### config.mk
export PLATFORM = sky130hd
export DESIGN_NAME = cal_pipeline
export DESIGN_NICKNAME = d
export VERILOG_FILES = /design/src/rtl/cal_pkg.sv /design/src/rtl/cal_coef_bank.sv /design/src/rtl/cal_pipeline.sv
export SDC_FILE = /design/constraint.sdc
export NUM_CORES = 2
export LEC_CHECK = 0
export CORE_MARGIN = 2
export CORE_UTILIZATION = 25
export CTS_BUF_LIST = sky130_fd_sc_hd__clkbuf_4
export DETAILED_ROUTE_END_ITERATION = 10
export PLACE_DENSITY = 0.42
export SLEW_MARGIN = 10
export SYNTH_ARGS = -nofsm -noshare
export SYNTH_HDL_FRONTEND = slang
export SYNTH_SLANG_ARGS = --single-unit
### constraint.sdc
create_clock -name clk -period 13.2 [get_ports clk]
set_input_delay 1.32 -clock clk [delete_from_list [all_inputs] [get_ports clk]]
set_output_delay 1.32 -clock clk [all_outputs]
set_load 0.01 [all_outputs]
### src/rtl/cal_pkg.sv
`default_nettype none
// +--------------------------------------------------------------------+
// | cal_pkg : shared types, address encoding and saturation helper      |
// | Rev 1.0                                                             |
// +--------------------------------------------------------------------+
package cal_pkg;

  localparam logic SEL_OFFSET = 1'b0;
  localparam logic SEL_GAIN   = 1'b1;

  typedef enum logic [0:0] {
    IDLE = 1'b0,
    RUN  = 1'b1
  } state_t;

  function automatic logic signed [63:0] saturate(input logic signed [63:0] v,
                                                  input logic signed [63:0] lim);
    if (v > lim) return lim;
    if (v < -lim) return -lim;
    return v;
  endfunction

endpackage
`default_nettype wire

### src/rtl/cal_coef_bank.sv
`default_nettype none
// +--------------------------------------------------------------------+
// | cal_coef_bank : double-buffered offset/gain bank, copy on strobe    |
// | Rev 1.0                                                             |
// +--------------------------------------------------------------------+
module cal_coef_bank
  import cal_pkg::*;
#(
  parameter int N_CH   = 4,
  parameter int W      = 16,
  parameter int FRAC   = 10,
  parameter int ADDR_W = $clog2(2*N_CH),
  parameter int IW     = $clog2(N_CH)
) (
  input  logic                clk,
  input  logic                rst_n,
  input  logic                we_i,
  input  logic [ADDR_W-1:0]   addr_i,
  input  logic signed [W-1:0] wdata_i,
  input  logic                copy_i,
  input  logic [IW-1:0]       rd_idx_i,
  output logic signed [W-1:0] off_o,
  output logic signed [W-1:0] gain_o
);

  localparam logic signed [W-1:0] C_UNITY = W'(1 << FRAC);
  localparam logic [ADDR_W-1:0]   C_NCH   = ADDR_W'(N_CH);

  logic signed [W-1:0] off_sh_q  [N_CH];
  logic signed [W-1:0] gain_sh_q [N_CH];
  logic signed [W-1:0] off_act_q [N_CH];
  logic signed [W-1:0] gain_act_q[N_CH];

  logic [ADDR_W-2:0] wch;
  logic              wr_ok;
  assign wch   = addr_i[ADDR_W-1:1];
  assign wr_ok = we_i && ({1'b0, wch} < C_NCH);

  // The copy reads the pre-edge shadow, so a write on the copy edge lands in the next pass.
  always_ff @(posedge clk or negedge rst_n) begin
    if (!rst_n) begin
      for (int i = 0; i < N_CH; i++) begin
        off_sh_q[i]   <= '0;
        gain_sh_q[i]  <= C_UNITY;
        off_act_q[i]  <= '0;
        gain_act_q[i] <= C_UNITY;
      end
    end else begin
      if (wr_ok) begin
        if (addr_i[0] == SEL_GAIN) gain_sh_q[wch] <= wdata_i;
        else                       off_sh_q[wch]  <= wdata_i;
      end
      if (copy_i) begin
        for (int i = 0; i < N_CH; i++) begin
          off_act_q[i]  <= off_sh_q[i];
          gain_act_q[i] <= gain_sh_q[i];
        end
      end
    end
  end

  assign off_o  = off_act_q[rd_idx_i];
  assign gain_o = gain_act_q[rd_idx_i];

endmodule
`default_nettype wire

### src/rtl/cal_pipeline.sv
`default_nettype none
// +--------------------------------------------------------------------+
// | cal_pipeline : sequenced per-channel offset/gain calibrator         |
// | Rev 1.0                                                             |
// +--------------------------------------------------------------------+
module cal_pipeline
  import cal_pkg::*;
#(
  parameter int N_CH   = 4,
  parameter int W      = 16,
  parameter int FRAC   = 10,
  parameter int CLAMP  = 32000,
  parameter int ADDR_W = $clog2(2*N_CH)
) (
  input  logic                clk,
  input  logic                rst_n,
  input  logic                sample_strobe,
  input  logic                bypass,
  input  logic [N_CH*W-1:0]   sample_in,
  output logic [N_CH*W-1:0]   sample_out,
  output logic                out_valid,
  output logic                busy,
  output logic                overrun,
  input  logic                overrun_clr,
  input  logic                cal_we,
  input  logic [ADDR_W-1:0]   cal_addr,
  input  logic [W-1:0]        cal_wdata
);

  localparam int CW = $clog2(N_CH + 1);
  localparam int IW = $clog2(N_CH);
  localparam int PW = 2*W + 1;
  localparam logic [CW-1:0] C_NCH = CW'(N_CH);

  state_t               state_q;
  logic [CW-1:0]        cnt_q;
  logic                 byp_q;
  logic signed [W-1:0]  in_q  [N_CH];
  logic signed [W-1:0]  res_q [N_CH];
  logic signed [PW-1:0] p_q;
  logic                 s1_vld_q;
  logic [IW-1:0]        s1_ch_q;
  logic [N_CH*W-1:0]    sample_out_q;
  logic                 out_valid_q;
  logic                 busy_q;
  logic                 overrun_q;

  logic                 strobe_acc;
  logic [IW-1:0]        idx;
  logic signed [W-1:0]  off_w;
  logic signed [W-1:0]  gain_w;
  logic signed [W:0]    d;
  logic signed [PW-1:0] p_d;
  logic signed [PW-1:0] shf;
  logic signed [W-1:0]  r;
  logic [N_CH*W-1:0]    out_d;

  assign strobe_acc = sample_strobe && (state_q == IDLE);
  assign idx = (cnt_q < C_NCH) ? cnt_q[IW-1:0] : IW'(N_CH - 1);

  cal_coef_bank #(
    .N_CH   (N_CH),
    .W      (W),
    .FRAC   (FRAC),
    .ADDR_W (ADDR_W),
    .IW     (IW)
  ) u_bank (
    .clk      (clk),
    .rst_n    (rst_n),
    .we_i     (cal_we),
    .addr_i   (cal_addr),
    .wdata_i  (cal_wdata),
    .copy_i   (strobe_acc),
    .rd_idx_i (idx),
    .off_o    (off_w),
    .gain_o   (gain_w)
  );

  assign d   = {in_q[idx][W-1], in_q[idx]} - {off_w[W-1], off_w};
  assign p_d = byp_q ? PW'(in_q[idx]) : PW'(d) * PW'(gain_w);
  assign shf = p_q >>> FRAC;
  assign r   = byp_q ? p_q[W-1:0] : W'(saturate(64'(shf), 64'(CLAMP)));

  // The last channel's result is merged straight from stage 2 so all channels publish together.
  always_comb begin
    out_d = '0;
    for (int i = 0; i < N_CH; i++) begin
      out_d[i*W +: W] = (i == N_CH - 1) ? r : res_q[i];
    end
  end

  always_ff @(posedge clk or negedge rst_n) begin
    if (!rst_n) begin
      state_q      <= IDLE;
      cnt_q        <= '0;
      byp_q        <= 1'b0;
      p_q          <= '0;
      s1_vld_q     <= 1'b0;
      s1_ch_q      <= '0;
      sample_out_q <= '0;
      out_valid_q  <= 1'b0;
      busy_q       <= 1'b0;
      overrun_q    <= 1'b0;
      for (int i = 0; i < N_CH; i++) begin
        in_q[i]  <= '0;
        res_q[i] <= '0;
      end
    end else begin
      out_valid_q <= 1'b0;
      s1_vld_q    <= 1'b0;
      overrun_q   <= (sample_strobe && busy_q) || (overrun_q && !overrun_clr);
      if (s1_vld_q) res_q[s1_ch_q] <= r;
      case (state_q)
        IDLE: begin
          if (sample_strobe) begin
            for (int i = 0; i < N_CH; i++) in_q[i] <= sample_in[i*W +: W];
            byp_q   <= bypass;
            cnt_q   <= '0;
            busy_q  <= 1'b1;
            state_q <= RUN;
          end
        end
        RUN: begin
          if (cnt_q < C_NCH) begin
            s1_vld_q <= 1'b1;
            s1_ch_q  <= idx;
            p_q      <= p_d;
            cnt_q    <= cnt_q + 1'b1;
          end else begin
            sample_out_q <= out_d;
            out_valid_q  <= 1'b1;
            busy_q       <= 1'b0;
            state_q      <= IDLE;
          end
        end
        default: state_q <= IDLE;
      endcase
    end
  end

  assign sample_out = sample_out_q;
  assign out_valid  = out_valid_q;
  assign busy       = busy_q;
  assign overrun    = overrun_q;

endmodule
`default_nettype wire

==> impl_metrics.tcl <==
set metrics [dict create \
    drcViolationCount 0 \
    tritoncts_num_sinks 476 \
    syn_inst 2745 \
    std_cell_rows 128 \
    warning_count_from_the_yosys_run 0 \
    first_pass_grt_wire_length_um 134000 \
    critPathRequiredTime_ps 14010 \
    worstSetupEndpointType "register" \
    viasPerCell 4.35 \
    ys.flop_type "dfrtp_1" \
    detailroute.via_count 20400 \
    critical_path.startpoint_type "register" \
    post-dp-hpwl_um 63100 \
    wirelength_um 86400 \
    postCtsSetupBuffers 0 \
    slew_violations 0 \
    num-fill-cells 12700 \
    cp_num_buf_inv 5 \
    mean_instance_size_in_the_synthesized_netlist_um2 11.1 \
    holdBufCountCts 0 \
    rsz0062_at_grt "false" \
    max_cap_viol_count 0 \
    grt_start_max_net_pins 164 \
    post_cts.resized_instances 0 \
    hold_viol 0 \
    max_clock_freq_mhz 99.0 \
    report.final.setup_viol 0 \
    io-pin-count 156 \
    critical_path.max_stage_delay_ps 730 \
    synth_nets 3212 \
    ctsLongestPathBuffers 3 \
    timing.clock.skew_ps 63.6 \
    htree_levels 4 \
    fp.dieArea_mm2 0.125 \
    initial_antenna_violation_count 3 \
    critical_path.max_fanout 46 \
    run_status "complete, no violations" \
    synth-edff-count 0 \
    final_common_cell "dfrtp_1" \
    ant_nets 0 \
    grt_pass1_vias 21800 \
    timing.slew.headroom 0.150 \
    cts.clk_slew.worst_paths_ps 70 \
    dieHeight_um 354 \
    crit_path_top_delay_cell "dfrtp_4" \
    syn_area_mm2 0.0306 \
    final.setup.tns_ps 0 \
    clock_tree.root_cell "clkbuf_4" \
    io_buffers 155 \
    cp.arrival_ps 10910 \
    synthesis_to_layout_area_growth_pct 17.0 \
    tritoncts "done" \
    drive_above_1_share 0.231 \
    layout_common_cells "dfrtp_1, mux2_2, inv_1" \
    cts_inserted_buffers 131 \
    initial_utilization 0.252 \
    wire_per_inst_um 18.5 \
    worst_slew_pin_slew_ps 1270 \
    globalRouteOverflowTotal 0 \
    groute.usage.overall 0.140 \
    setup.worst_path.class "reg -> reg" \
    crit_top_cell "fa_1" \
    synth.yosys.seq_area_share 0.390 \
    hp-class "in -> async" \
    yosys.cell_types.count 80 \
    worstSkewPairLatency_ps 970 \
    dieWidth_um 354 \
    coreArea_mm2 0.122 \
    nNetsFinal 3424 \
    gpl.final_weighted_congestion 0.834 \
    fin_crit_sh 0.765 \
    ys_ff_latch 476 \
    async_flop_share 1.00 \
    fin_crit_ps 10100 \
    dr.first_iter.drc_count 1114 \
    critical-path-top-delay-family "adder cells" \
    drt_pre_antenna_iters 5 \
]
==> cell families after synthesis <==
group,Yosys count,share of synthesized area
simple gates,669,0.0943
fa+ha+maj,378,0.223
flops,476,0.390
mux,434,0.158
compound gates,302,0.0647
xor+xnor,49,0.0156
buf+inv,437,0.0546
==> per-layer routing <==
layer | GRT usage | share of wire | up-vias
met3 | 0.0271 | 0.045 | 94
met2 | 0.219 | 0.45 | 402
met5 | 0 | 0.00012 | -
met1 | 0.195 | 0.49 | 10300
met4 | 0.0409 | 0.018 | 2
li1 | - | - | 9529
==> registers in the layout, indices dropped and copies added, names as in the netlist, 2 cells and up <==
name               count
u_bank.gain_act_q     64
u_bank.off_sh_q       64
p_q                   33
out_d                 48
in_q                  64
s1_ch_q                2
cnt_q                  3
u_bank.off_act_q      64
sample_out            64
u_bank.gain_sh_q      64
==> per-stage QoR <==
step | instance area, um2 | cells | util | worst slack, ps | hold slack (ps)
floorplan | 30600 | 2745 | - | 4320 | 444
detailed placement | 34100 | 4449 | 0.280 | 3030 | 466
CTS | 35800 | 4673 | 0.294 | 3020 | 382
finish | 35800 | 4682 | 0.294 | 3100 | 418
global route | 35800 | 4680 | 0.294 | 2480 | 414
global placement | 34100 | 4449 | 0.280 | 3080 | 459
==> Yosys cell counts, types with 4 or more instances <==
master    number  area [um2]
nand4_1        5        31.3
and3_1         9        56.3
nand4b_1       4        35.0
a21o_1        14         105
mux2i_1       40         400
o21bai_1       4        30.0
dfrtp_1      468       11700
a21oi_1       62         310
buf_1         12        45.0
o21ai_1        8        40.0
fa_1         277        5550
xnor2_1       33         289
a31oi_1       27         169
inv_1        320        1200
a211oi_1      24         180
o21ai_0      101         505
ha_1         101        1260
o211ai_1       5        37.5
nand3_1       35         175
nand2b_1      15        93.8
xor2_1        11        96.3
mux2_2       394        4440
nor2b_1       31         194
clkbuf_1      83         312
and2_1        10        62.6
dfstp_2        8         210
buf_2         20         100
nor3_1        33         165
or2_2          4        25.0
nor4_1         6        37.5
nor2_1       184         691
nand2_1      318        1190
o21a_1         6        45.0
a22oi_1        8        60.1
==> cell type report <==
type	count	area, um2	share of cell area
flip-flops and latches	476	11900	0.333
inverters	321	1200	0.0337
well taps	1625	2030	0.0568
multi-input cells	1832	17000	0.476
repair buffers	195	1890	0.0529
clock inverters	23	163	0.00455
clock buffers	201	1510	0.0422
diodes	9	22.5	0.000629
==> path summary, 6_finish.rpt <==
check,from,endpoint,slack (ps),cells after the start
worst max-delay path,cnt_q[0],p_q[32],3100,31
worst min register to register,out_d[24],out_d[24],480,2
min in group clk,out_d[24],out_d[24],480,2
worst max register to register,cnt_q[0],p_q[32],3100,31
max in group asynchronous,rst_n,u_bank.gain_act_q[45],10520,3
worst min-delay path,rst_n,out_d[21],420,1
Power is left out: the tool's default activity adds up to more than one toggle a clock period on the data nets, which glitch-free logic cannot reach.
